<file path="src/rtl/pipe_stage_skid_pkg.sv">
// Shared pipeline package: stage occupancy encoding and default widths.
// Occupancy codes double as the entry count driven on occ_o.
package pipe_stage_skid_pkg;

    localparam int PIPE_DATA_W  = 64;
    localparam int FLUSH_CNT_W  = 8;

    localparam logic [1:0] ST_EMPTY = 2'd0;
    localparam logic [1:0] ST_ONE   = 2'd1;
    localparam logic [1:0] ST_FULL  = 2'd2;

endpackage

</file>
<file path="src/rtl/pipe_stage_skid_sat_counter.sv">
// Saturating up-counter with synchronous active-low clear.
// Holds at all-ones once reached.
module sat_counter
    import pipe_stage_skid_pkg::*;
#(
    parameter int W = FLUSH_CNT_W
) (
    input  logic         clk_i,
    input  logic         rst_n_i,
    input  logic         inc_i,
    output logic [W-1:0] cnt_o
);

    // count up on inc_i, stop at the maximum value
    always_ff @(posedge clk_i) begin
        if (!rst_n_i) begin
            cnt_o <= '0;
        end else if (inc_i && (cnt_o != '1)) begin
            cnt_o <= cnt_o + W'(1);
        end
    end

endmodule

</file>
<file path="src/rtl/pipe_stage_skid.sv">
// Two-entry skid pipeline stage with stall hold, flush kill and
// a saturating count of flushes that discarded live entries.
module pipe_stage_skid
    import pipe_stage_skid_pkg::*;
#(
    parameter int                DATA_W = PIPE_DATA_W,
    parameter logic [DATA_W-1:0] BUBBLE = '0
) (
    input  logic              clk_i,
    input  logic              rst_n_i,
    input  logic              in_valid_i,
    input  logic [DATA_W-1:0] in_data_i,
    output logic              in_ready_o,
    output logic              out_valid_o,
    output logic [DATA_W-1:0] out_data_o,
    input  logic              out_ready_i,
    input  logic              stall_i,
    input  logic              flush_i,
    output logic [1:0]        occ_o,
    output logic [7:0]        flush_cnt_o
);

    logic [1:0]        state_q;
    logic [DATA_W-1:0] main_q;
    logic [DATA_W-1:0] skid_q;
    logic              in_xfer;
    logic              out_xfer;
    logic              kill;

    assign in_ready_o  = rst_n_i & (state_q != ST_FULL) & ~stall_i;
    assign out_valid_o = rst_n_i & (state_q != ST_EMPTY);
    assign out_data_o  = out_valid_o ? main_q : BUBBLE;
    assign occ_o       = rst_n_i ? state_q : ST_EMPTY;

    // a stalled stage never hands an entry downstream
    assign in_xfer  = in_valid_i & in_ready_o;
    assign out_xfer = out_valid_o & out_ready_i & ~stall_i;
    assign kill     = rst_n_i & flush_i & (state_q != ST_EMPTY);

    // occupancy and payload update; flush beats stall beats transfers
    always_ff @(posedge clk_i) begin
        if (!rst_n_i) begin
            state_q <= ST_EMPTY;
            main_q  <= BUBBLE;
            skid_q  <= BUBBLE;
        end else if (flush_i) begin
            state_q <= ST_EMPTY;
            main_q  <= BUBBLE;
            skid_q  <= BUBBLE;
        end else if (!stall_i) begin
            unique case (state_q)
                ST_EMPTY: begin
                    if (in_xfer) begin
                        main_q  <= in_data_i;
                        state_q <= ST_ONE;
                    end
                end
                ST_ONE: begin
                    unique case ({in_xfer, out_xfer})
                        2'b11: main_q <= in_data_i;
                        2'b10: begin
                            skid_q  <= in_data_i;
                            state_q <= ST_FULL;
                        end
                        2'b01: begin
                            main_q  <= BUBBLE;
                            state_q <= ST_EMPTY;
                        end
                        default: ;
                    endcase
                end
                ST_FULL: begin
                    if (out_xfer) begin
                        main_q  <= skid_q;
                        skid_q  <= BUBBLE;
                        state_q <= ST_ONE;
                    end
                end
                default: state_q <= ST_EMPTY;
            endcase
        end
    end

    sat_counter #(
        .W(FLUSH_CNT_W)
    ) u_flush_cnt (
        .clk_i  (clk_i),
        .rst_n_i(rst_n_i),
        .inc_i  (kill),
        .cnt_o  (flush_cnt_o)
    );

endmodule
</file>
<file path="config.mk">
export PLATFORM = sky130hd
export DESIGN_NAME = pipe_stage_skid
export DESIGN_NICKNAME = d
export VERILOG_FILES = /design/src/rtl/pipe_stage_skid_pkg.sv /design/src/rtl/pipe_stage_skid_sat_counter.sv /design/src/rtl/pipe_stage_skid.sv
export SDC_FILE = /design/constraint.sdc
export NUM_CORES = 1
export LEC_CHECK = 0
export CORE_ASPECT_RATIO = 0.7
export CORE_MARGIN = 10
export CORE_UTILIZATION = 35
export CTS_BUF_LIST = sky130_fd_sc_hd__clkbuf_2 sky130_fd_sc_hd__clkbuf_4 sky130_fd_sc_hd__clkbuf_8
export DETAILED_ROUTE_END_ITERATION = 8
export DONT_BUFFER_PORTS = 1
export RECOVER_POWER = 100
export SLEW_MARGIN = 15
export SYNTH_ARGS = -nofsm -noshare
export SYNTH_HDL_FRONTEND = slang
export SYNTH_SLANG_ARGS = --single-unit
</file>
<file path="constraint.sdc">
create_clock -name clk_i -period 2.8 [get_ports clk_i]
set_clock_uncertainty 0.05 [all_clocks]
set_input_delay 0.56 -clock clk_i [delete_from_list [all_inputs] [get_ports clk_i]]
set_output_delay 0.56 -clock clk_i [all_outputs]
set_load 0.02 [all_outputs]
</file>
# After elaboration in Yosys (flattened, before gate mapping)
# Cells that the tools add are included.
[word_totals]
regBits = 138
latch_bits = 0
ramBits = 0
romBits = 0
input_bits = 70
out_inout_bits = 76
n_memories = 0
[op_classes]
add_sub_neg = 1
multipliers = 0
div_mod_pow = 0
magnitude_cmp = 0
eq_ne = 12
shift = 0
mux = 13
bitwise_logic = 10
reduce_logical = 9
[op_table]
columns = ["operator", "count"]
rows = [
  ["2-to-1 mux 64 bit", 5],
  ["one-hot mux 64 bit (2 select lines)", 2],
  ["one-hot mux 64 bit (3 select lines)", 1],
  ["adder 8 x 1 -> 8 bit (second input constant)", 1],
  ["bitwise AND 1 bit", 8],
  ["inequality test 2 bit (second input constant)", 4],
  ["inequality test 8 bit (second input constant)", 1],
  ["AND reduction 4 bit", 2],
  ["== test 2 bit (second input constant)", 3],
  ["2-to-1 mux 2 bit", 3],
  ["one-hot mux 2 bit (3 select lines)", 1],
  ["AND reduction 5 bit", 1],
  ["== test 2 x 1 -> 1 bit (second input constant)", 2],
  ["one-hot mux 2 bit (2 select lines)", 1],
  ["nonzero test 2 bit", 2],
  ["inequality test 3 x 1 -> 1 bit (second input constant)", 1],
  ["inequality test 3 x 2 -> 1 bit (second input constant)", 1],
  ["nonzero test 3 bit", 1],
  ["logical NOT 2 bit", 1],
  ["inverter 1 bit", 2],
  ["OR reduction 2 bit", 1],
  ["logical AND 1 bit", 1],
]

# Depth between registers and ports, before layout
# Gate-level depths: netlist (run 1).
[depth]
depth_word = 7
mapped_depth = 9
depth_no_buf = 6

# Cells and area by module
# Synthesis (run 1) repeated with hierarchy kept, for this count alone.
[unflattened]
cells_unflattened = 598
area_unflattened_um2 = 5896.9
[by_module_without_submodules]
columns = ["mod", "n_inst", "cells_each", "area_per_inst_um2", "seq_area_each_um2"]
rows = [
  ["pipe_stage_skid", 1, 551, 5492.8, 2602.5],
  ["sat_counter", 1, 47, 404.1, 160.2],
]

# Least setup slack after synthesis (run 1)
# OpenSTA, ideal clock, no wires.
[synth_path]
path_kind = "register to output"
start = "reg state_q[0]"
end = "out out_data_o[10]"
arrival_time_ps = 1499
required_time_ps = 2190
slack_ps = 691
path_stages_with_launch = 7
path_buffers = 2
cell_sequence = "dfxtp_1 inv_1 ha_1 nor2_1 clkbuf_1 clkbuf_1 and2_1"
[synth_between]
elab_chain_len = 3
[synth_lines]
columns = ["item", "line", "source"]
rows = [
  ["start, declared", "pipe_stage_skid.sv:23", "logic [1:0] state_q;"],
  ["start signal, assigned", "pipe_stage_skid.sv:43", "state_q <= ST_EMPTY;"],
  ["start signal, assigned", "pipe_stage_skid.sv:47", "state_q <= ST_EMPTY;"],
  ["start signal, assigned", "pipe_stage_skid.sv:55", "state_q <= ST_ONE;"],
  ["nonzero test 2 bit", "pipe_stage_skid.sv:31", "assign out_valid_o = rst_n_i & (state_q != ST_EMPTY);"],
  ["bitwise AND 1 bit", "pipe_stage_skid.sv:31", ""],
  ["2-to-1 mux 64 bit", "pipe_stage_skid.sv:32", "assign out_data_o = out_valid_o ? main_q : BUBBLE;"],
  ["end, declared", "pipe_stage_skid.sv:15", "output logic [DATA_W-1:0] out_data_o,"],
]
# No other way between the ends.

# Worst setup path in the final report (run 1)
[layout_path]
start = "reg state_q[0]"
end = "out out_data_o[36]"
[layout_between]
elab_chain_len = 3
[layout_lines]
columns = ["item", "line", "source"]
rows = [
  ["nonzero test 2 bit", "pipe_stage_skid.sv:31", ""],
  ["bitwise AND 1 bit", "pipe_stage_skid.sv:31", ""],
  ["via out_valid_o", "pipe_stage_skid.sv:14", "output logic out_valid_o,"],
  ["2-to-1 mux 64 bit", "pipe_stage_skid.sv:32", ""],
]
# The timed path passes the listed nets, and every way through them passes these cells.

==> implementation parameters, run 1 <==
Parameter                              Value

Clocking
  Clock tree from TritonCTS    built
  Level count of the clock H-tree    4
  Clock buffer count from CTS    17
  Clock input transition at the sequential cells of the worst setup and hold paths    0.09 ns
  Clock latency on the worst-skew pair    0.45 ns
  Number of buffers added for setup after CTS    0
  Root cell of the clock tree    sky130_fd_sc_hd__clkbuf_8
  Max Buffers Root-to-Sink    2
  Number of clock sinks    138

GRT
  Global route total overflow    0
  First-pass GRT wire length    31,290 um
  Via count of the first global-routing pass    5,423
  Total GRT Usage    15.75%
  Antenna violations before repair    0
  Largest net degree at the start of global routing    67

Critical path
  Peak fanout along the critical path    33
  Worst-case register-to-register setup slack    0.19 ns
  CP Launch Point    state_q[0]$_SDFFE_PP0P_
  Crit path max-delay cell type    sky130_fd_sc_hd__dfxtp_1
  Reg2reg path depth    7
  Crit Reg-Reg Endpoint    main_q[1]$_SDFFE_PP0P_
  Crit Reg-Reg Startpoint    state_q[0]$_SDFFE_PP0P_
  Kind of launch point of the worst setup path    register
  Critical Path End    out_data_o[36]
  Category of the critical setup timing path    register to primary output
  Cell-by-cell listing of the critical path    inv_1 -> ha_1 -> nor2_4 -> buf_6 -> and2_1
  Worst path arrival time    2.02 ns
  Crit path required time    2.19 ns
  Longest individual stage delay on the worst path    0.39 ns
  Kind of end point of the critical path    primary output

Synthesis
  Yosys reg bits    138
  Post-Synthesis Cells    678
  Synthesized Nets    753
  Sequential-to-total area share from yosys stat    43.11%
  Netlist area before placement    0.006409 mm2
  Count of different cell masters after synthesis    46
  Synth Area per Inst    9.452 um2
  Number of synthesis warnings    0

Finish
  Count of fill cells added during filler insertion    1,769
  Post-layout instance count excluding filler cells    882
  Leading cell type in the layout, fill and taps excluded    sky130_fd_sc_hd__dfxtp_1
  Final cell utilization of the core    38.42%
  Antenna diode count    0
  Net count, final    709
  Sequential Area    0.002763 mm2
  Share of layout cells above drive strength 1    9.907%
  Area growth from synthesis to layout    7.946%
  Commonest non-fill, non-tap cells in the layout    sky130_fd_sc_hd__dfxtp_1, sky130_fd_sc_hd__o21ai_0, sky130_fd_sc_hd__a21oi_1
  Area used by multi-input combinational logic    0.003287 mm2

Place
  Estimated wirelength of the detail-placed design    12,950 um
  Number of cells in the design after placement    851
  Final RePlAce weighted congestion    0.7764
  Count of buffers inserted at the top-level ports    0

Floorplanning
  Core Region    0.01801 mm2
  Die H    133.2 um
  Count of boundary I/O pins    146
  Starting density of the core    35.59%
  Total die area    0.02421 mm2
  Die width    181.7 um
  Row Count    41

Timing
  Hold Vio Cnt, Final    0
  Setup-violating endpoint count in the final report    0
  TNS Setup    0 ns
  Final critical-path share of the clock period    93.78%
  Slew Limit Headroom    32.96%
  Fmax    380.8 MHz
  Final critical path time including I/O delays and setup    2.626 ns
  RSZ-0062 raised after global routing    no
  Final worst hold slack    0.1979 ns
  Final-report max-slew violation count    0
  Transition at the pin with the smallest max-transition slack    1.006 ns

Drt
  Post-detailed-route via-to-cell ratio    6.280
  DRC violation total after the first TritonRoute iteration    446
  Routed length per instance    22.51 um
  Iteration count of the initial detailed-routing pass    5
  Antenna violation net count after detailed routing    0
  Number of remaining DRC errors    0
  Routed wire length    19,860 um
  Number of vias in the routed layout    5,539

Pwr
  Maximum ir drop on the vdd rail    0.1970 mV
  Fraction of power consumed by the clock network    39.8%
  Post-layout power    3.645 mW
  Lkg Pwr    2.035 nW
  Relative contribution of sequential cells to total power    54.7%
  Cell-internal power    2.714 mW
  Total power per unit cell area    526.8 mW/mm2
  Comb pwr share    5.5%
  Reported net switching power    931.0 uW
  Switching fraction of total power    25.54%

Outcome
  Status    finished, final reports clean

Hold path
  HP Class    input port to register

Flow run
  Count of max-cap constraint violations    0
## Yosys cell counts (all sizes together)
library cell	instances	area, um2
a211o	1	8.760
a211oi	3	27.52
a21boi	1	7.510
a21oi	65	325.3
a221oi	1	26.28
a22oi	1	7.510
a311oi	1	8.760
a31oi	1	6.260
a32oi	64	560.5
a41o	1	10.01
a41oi	1	8.760
and2	65	406.6
and3	1	6.260
and4	1	8.760
buf	28	181.4
clkbuf	53	198.9
dfxtp	138	2763
ha	5	62.56
inv	4	15.01
mux2i	2	20.02
nand2	7	28.78
nand2b	3	18.77
nand3	4	20.02
nand3b	2	15.01
nand4	1	6.260
nand4b	64	560.5
nand4bb	2	38.79
nor2	11	43.80
nor2b	3	18.77
o21a	2	15.01
o21ai	68	344.1
o2bb2ai	64	560.5
o31ai	1	7.510
o41ai	1	8.760
or2	2	12.51
or3b	1	8.760
or4	2	15.01
xnor2	3	26.28
## logic make-up (layout without fill, tap and decap cells)
family                     after synthesis  after routing  share of synthesized area, %
AOI/OAI and AO/OA                      276            276                         30.16
muxes                                    2              2                        0.3124
buffers and inverters                   85             53                         6.169
adders and majority gates                5              5                        0.9762
DFF                                    138            138                         43.11
xor gates and xnor gates                 3              3                        0.4101
and+or+nand+nor                        169            169                         18.86
## registers in the layout (all words and copies together), names as in the netlist
name	cells
main_q	64
skid_q	64
state_q	2
u_flush_cnt.cnt_o	8
## power by group through the flow
stage / logic [mW] / clock network [mW] / registers (mW)
6_report: 0.199 / 1.45 / 1.99
5_1_grt: 0.217 / 1.58 / 2.00
4_1_cts: 0.198 / 1.49 / 1.99
3_5_place_dp: 0.197 / 0 / 2.04
3_3_place_gp: 0.193 / 0 / 2.04
2_1_floorplan: 0.149 / 0 / 2.04
## worst max-delay path: cells and delay by family (launching register included)
| family | cells | cell delay [ns] |
|---|---|---|
| buffers and inverters | 2 | 0.37 |
| and+or+nand+nor | 2 | 0.48 |
| DFF | 1 | 0.39 |
| adders and majority gates | 1 | 0.30 |
## metrics by stage
stage	worst slack [ns]	instance area [um2]
2_1_floorplan	0.6909	6409
3_3_place_gp	0.4166	6573
3_5_place_dp	0.3283	6573
4_1_cts	0.04939	6915
5_1_grt	0.03037	6918
6_report	0.1742	6918
## worst min-delay path by stage
stage	startpoint	end	slack, ns	depth (start not counted)
finish	rst_n_i	u_flush_cnt.cnt_o[5]$_SDFFE_PN0P_	0.20	2
floorplan	main_q[0]$_SDFFE_PP0P_	main_q[0]$_SDFFE_PP0P_	0.37	1
global route	rst_n_i	u_flush_cnt.cnt_o[5]$_SDFFE_PN0P_	0.18	2
CTS	rst_n_i	u_flush_cnt.cnt_o[2]$_SDFFE_PN0P_	0.17	2
global placement	main_q[53]$_SDFFE_PP0P_	main_q[53]$_SDFFE_PP0P_	0.39	1
detailed placement	main_q[15]$_SDFFE_PP0P_	main_q[15]$_SDFFE_PP0P_	0.39	1
## routing by layer
metal  vias to the layer above  share of wire, %  global-route usage [%]
met5                         -                 0                       0
met4                         0              0.77                   4.011
met3                        13                10                   7.008
met2                       226                44                   23.48
met1                      2756                45                   20.21
li1                       2544                 -                       -
## layout make-up
type	instances	share of cell area, %
Multi-Input combinational cell	455	47.51
Inverter	4	0.2170
Clock inverter	11	1.067
Tap cell	236	4.268
Clock buffer	20	3.889
Sequential cell	138	39.93
Timing Repair Buffer	18	3.111
## timing repair
item	CTS	global route
endpoints found under the setup margin	0	32
hold buffers	0	0
resized for setup	0	2
Note: power is estimated with default switching activity, not from simulation.
==> run 2, diff against run 1 <==
--- a/config.mk
+++ b/config.mk
@@ -12,6 +12,7 @@
 export DETAILED_ROUTE_END_ITERATION = 8
 export DONT_BUFFER_PORTS = 1
 export RECOVER_POWER = 100
+export SKIP_LAST_GASP = 1
 export SLEW_MARGIN = 15
 export SYNTH_ARGS = -nofsm -noshare
 export SYNTH_HDL_FRONTEND = slang
==> run 2 against run 1 <==
- via count rose by 0.42%
- clock power about the same
- largest power group unchanged
- setup slack lost 0.014 ns
- count of clock-buffer cells in the layout unchanged
- sequential share of layout area about the same
- largest cell class unchanged
- wire length up 0.18%
- first-iteration DRC count is 2.5% lower
- utilization about the same
- critical endpoint is now out_data_o[30]
==> implementation parameters, run 2 (synthesis gave the netlist of run 1 again) <==
Parameter                              Value

Drt
  Post-detailed-route via-to-cell ratio    6.306
  DRC violation total after the first TritonRoute iteration    435
  Number of vias in the routed layout    5,562
  Routed length per instance    22.55 um
  Routed wire length    19,890 um
  Iteration count of the initial detailed-routing pass    5
  Number of remaining DRC errors    0
  Antenna violation net count after detailed routing    0

Timing
  Final-report max-slew violation count    0
  Setup-violating endpoint count in the final report    0
  TNS Setup    0 ns
  Final worst hold slack    0.1994 ns
  Slew Limit Headroom    32.70%
  Final critical path time including I/O delays and setup    2.640 ns
  Transition at the pin with the smallest max-transition slack    1.010 ns
  Setup ws final    0.1604 ns
  Fmax    378.8 MHz
  RSZ-0062 raised after global routing    yes
  Final critical-path share of the clock period    94.27%
  Hold Vio Cnt, Final    0

Critical path
  Worst path arrival time    2.03 ns
  Category of the critical setup timing path    register to primary output
  Crit Reg-Reg Endpoint    main_q[1]$_SDFFE_PP0P_
  Reg2reg path depth    7
  Peak fanout along the critical path    32
  Worst-case register-to-register setup slack    0.20 ns
  Kind of end point of the critical path    primary output
  Crit path required time    2.19 ns
  Kind of launch point of the worst setup path    register
  Crit Reg-Reg Startpoint    state_q[0]$_SDFFE_PP0P_

Clocking
  Post-cts hold buffer count    0
  Post-CTS Resized    0
  Root cell of the clock tree    sky130_fd_sc_hd__clkbuf_8
  Max Buffers Root-to-Sink    2
  Number of buffers added for setup after CTS    0
  Level count of the clock H-tree    4
  Clock tree from TritonCTS    built
  Clock latency on the worst-skew pair    0.45 ns
  Clock input transition at the sequential cells of the worst setup and hold paths    0.09 ns
  Clock buffer count from CTS    17
  Number of clock sinks    138

Pwr
  Cell-internal power    2.714 mW
  Post-layout power    3.644 mW
  Maximum ir drop on the vdd rail    0.1974 mV
  Fraction of power consumed by the clock network    39.8%
  Reported net switching power    930.8 uW
  Switching fraction of total power    25.54%
  Comb pwr share    5.5%
  Relative contribution of sequential cells to total power    54.7%
  Lkg Pwr    2.050 nW
  Total power per unit cell area    526.9 mW/mm2

Finish
  Commonest non-fill, non-tap cells in the layout    sky130_fd_sc_hd__dfxtp_1, sky130_fd_sc_hd__o21ai_0, sky130_fd_sc_hd__a21oi_1
  Net count, final    709
  Share of layout cells above drive strength 1    10.06%
  Area growth from synthesis to layout    7.927%
  Count of fill cells added during filler insertion    1,767
  Final cell utilization of the core    38.41%
  Top flop regs    main_q x64, skid_q x64, u_flush_cnt.cnt_o x8
  Leading cell type in the layout, fill and taps excluded    sky130_fd_sc_hd__dfxtp_1
  Design Area, Final    0.006917 mm2
  Sequential Area    0.002763 mm2
  Area used by multi-input combinational logic    0.003289 mm2
  Antenna diode count    0
  Post-layout instance count excluding filler cells    882

Floorplanning
  Starting density of the core    35.59%
  Die H    133.2 um
  Die width    181.7 um
  Row Count    41
  Total die area    0.02421 mm2
  Count of boundary I/O pins    146
  Core Region    0.01801 mm2

GRT
  Via count of the first global-routing pass    5,423
  First-pass GRT wire length    31,290 um
  Total GRT Usage    15.75%
  Global route total overflow    0
  Antenna violations before repair    0
  Largest net degree at the start of global routing    67

Hold path
  HP Class    input port to register
  Hold-critical path endpoint    u_flush_cnt.cnt_o[5]$_SDFFE_PN0P_
  HP Start    rst_n_i
  Worst hold path depth    2

Place
  Count of buffers inserted at the top-level ports    0
  Placed standard-cell area    0.006573 mm2
  Pre-CTS setup slack    0.3283 ns
  Final RePlAce weighted congestion    0.7764
  Number of cells in the design after placement    851
  Estimated wirelength of the detail-placed design    12,950 um

Outcome
  Status    finished, final reports clean

Flow run
  Count of max-cap constraint violations    0
[run 2: cell types whose count changed in the layout (fill, tap and decap cells not counted), sizes merged]
cell,before,now
buf,17,16
clkbuf,21,22
[run 2: how the worst max path moves through the flow]
stage | end | cells after the start | from
floorplan | out_data_o[10] | 6 | state_q[0]$_SDFFE_PP0P_
global placement | main_q[56]$_SDFFE_PP0P_ | 7 | state_q[0]$_SDFFE_PP0P_
detailed placement | skid_q[61]$_SDFFE_PP0P_ | 6 | state_q[0]$_SDFFE_PP0P_
CTS | out_data_o[36] | 5 | state_q[0]$_SDFFE_PP0P_
global route | out_data_o[29] | 5 | state_q[0]$_SDFFE_PP0P_
finish | out_data_o[30] | 5 | state_q[0]$_SDFFE_PP0P_
[run 2: area by class of cell]
type                    instances  area share, %
multi-input cells             455          47.56
clock inverters                11          1.067
repair buffers                 18          3.057
clock buffers                  20          3.889
well taps                     236          4.269
inverters                       4         0.2171
flip-flops and latches        138          39.94
[run 2: layer usage]
metal / vias to the layer above / share of wire, % / global-route usage, %
met5: - / 0 / 0
met3: 13 / 10 / 7.008
met2: 231 / 44 / 23.48
met4: 0 / 0.75 / 4.011
li1: 2545 / - / -
met1: 2773 / 45 / 20.21
[run 2: critical path, stage by stage, from the launching register on]
cell and delay, ns:
sky130_fd_sc_hd__dfxtp_1 0.39, sky130_fd_sc_hd__inv_1 0.11, sky130_fd_sc_hd__ha_1 0.30, sky130_fd_sc_hd__nor2_4 0.16, sky130_fd_sc_hd__buf_4 0.28, sky130_fd_sc_hd__and2_1 0.31
[run 2: power groups by stage]
stage	Clock [mW]	Sequential, mW	Combinational, mW
2_1_floorplan	0	2.04	0.149
3_3_place_gp	0	2.04	0.193
3_5_place_dp	0	2.04	0.197
4_1_cts	1.49	1.99	0.198
5_1_grt	1.58	2.00	0.217
6_report	1.45	1.99	0.199
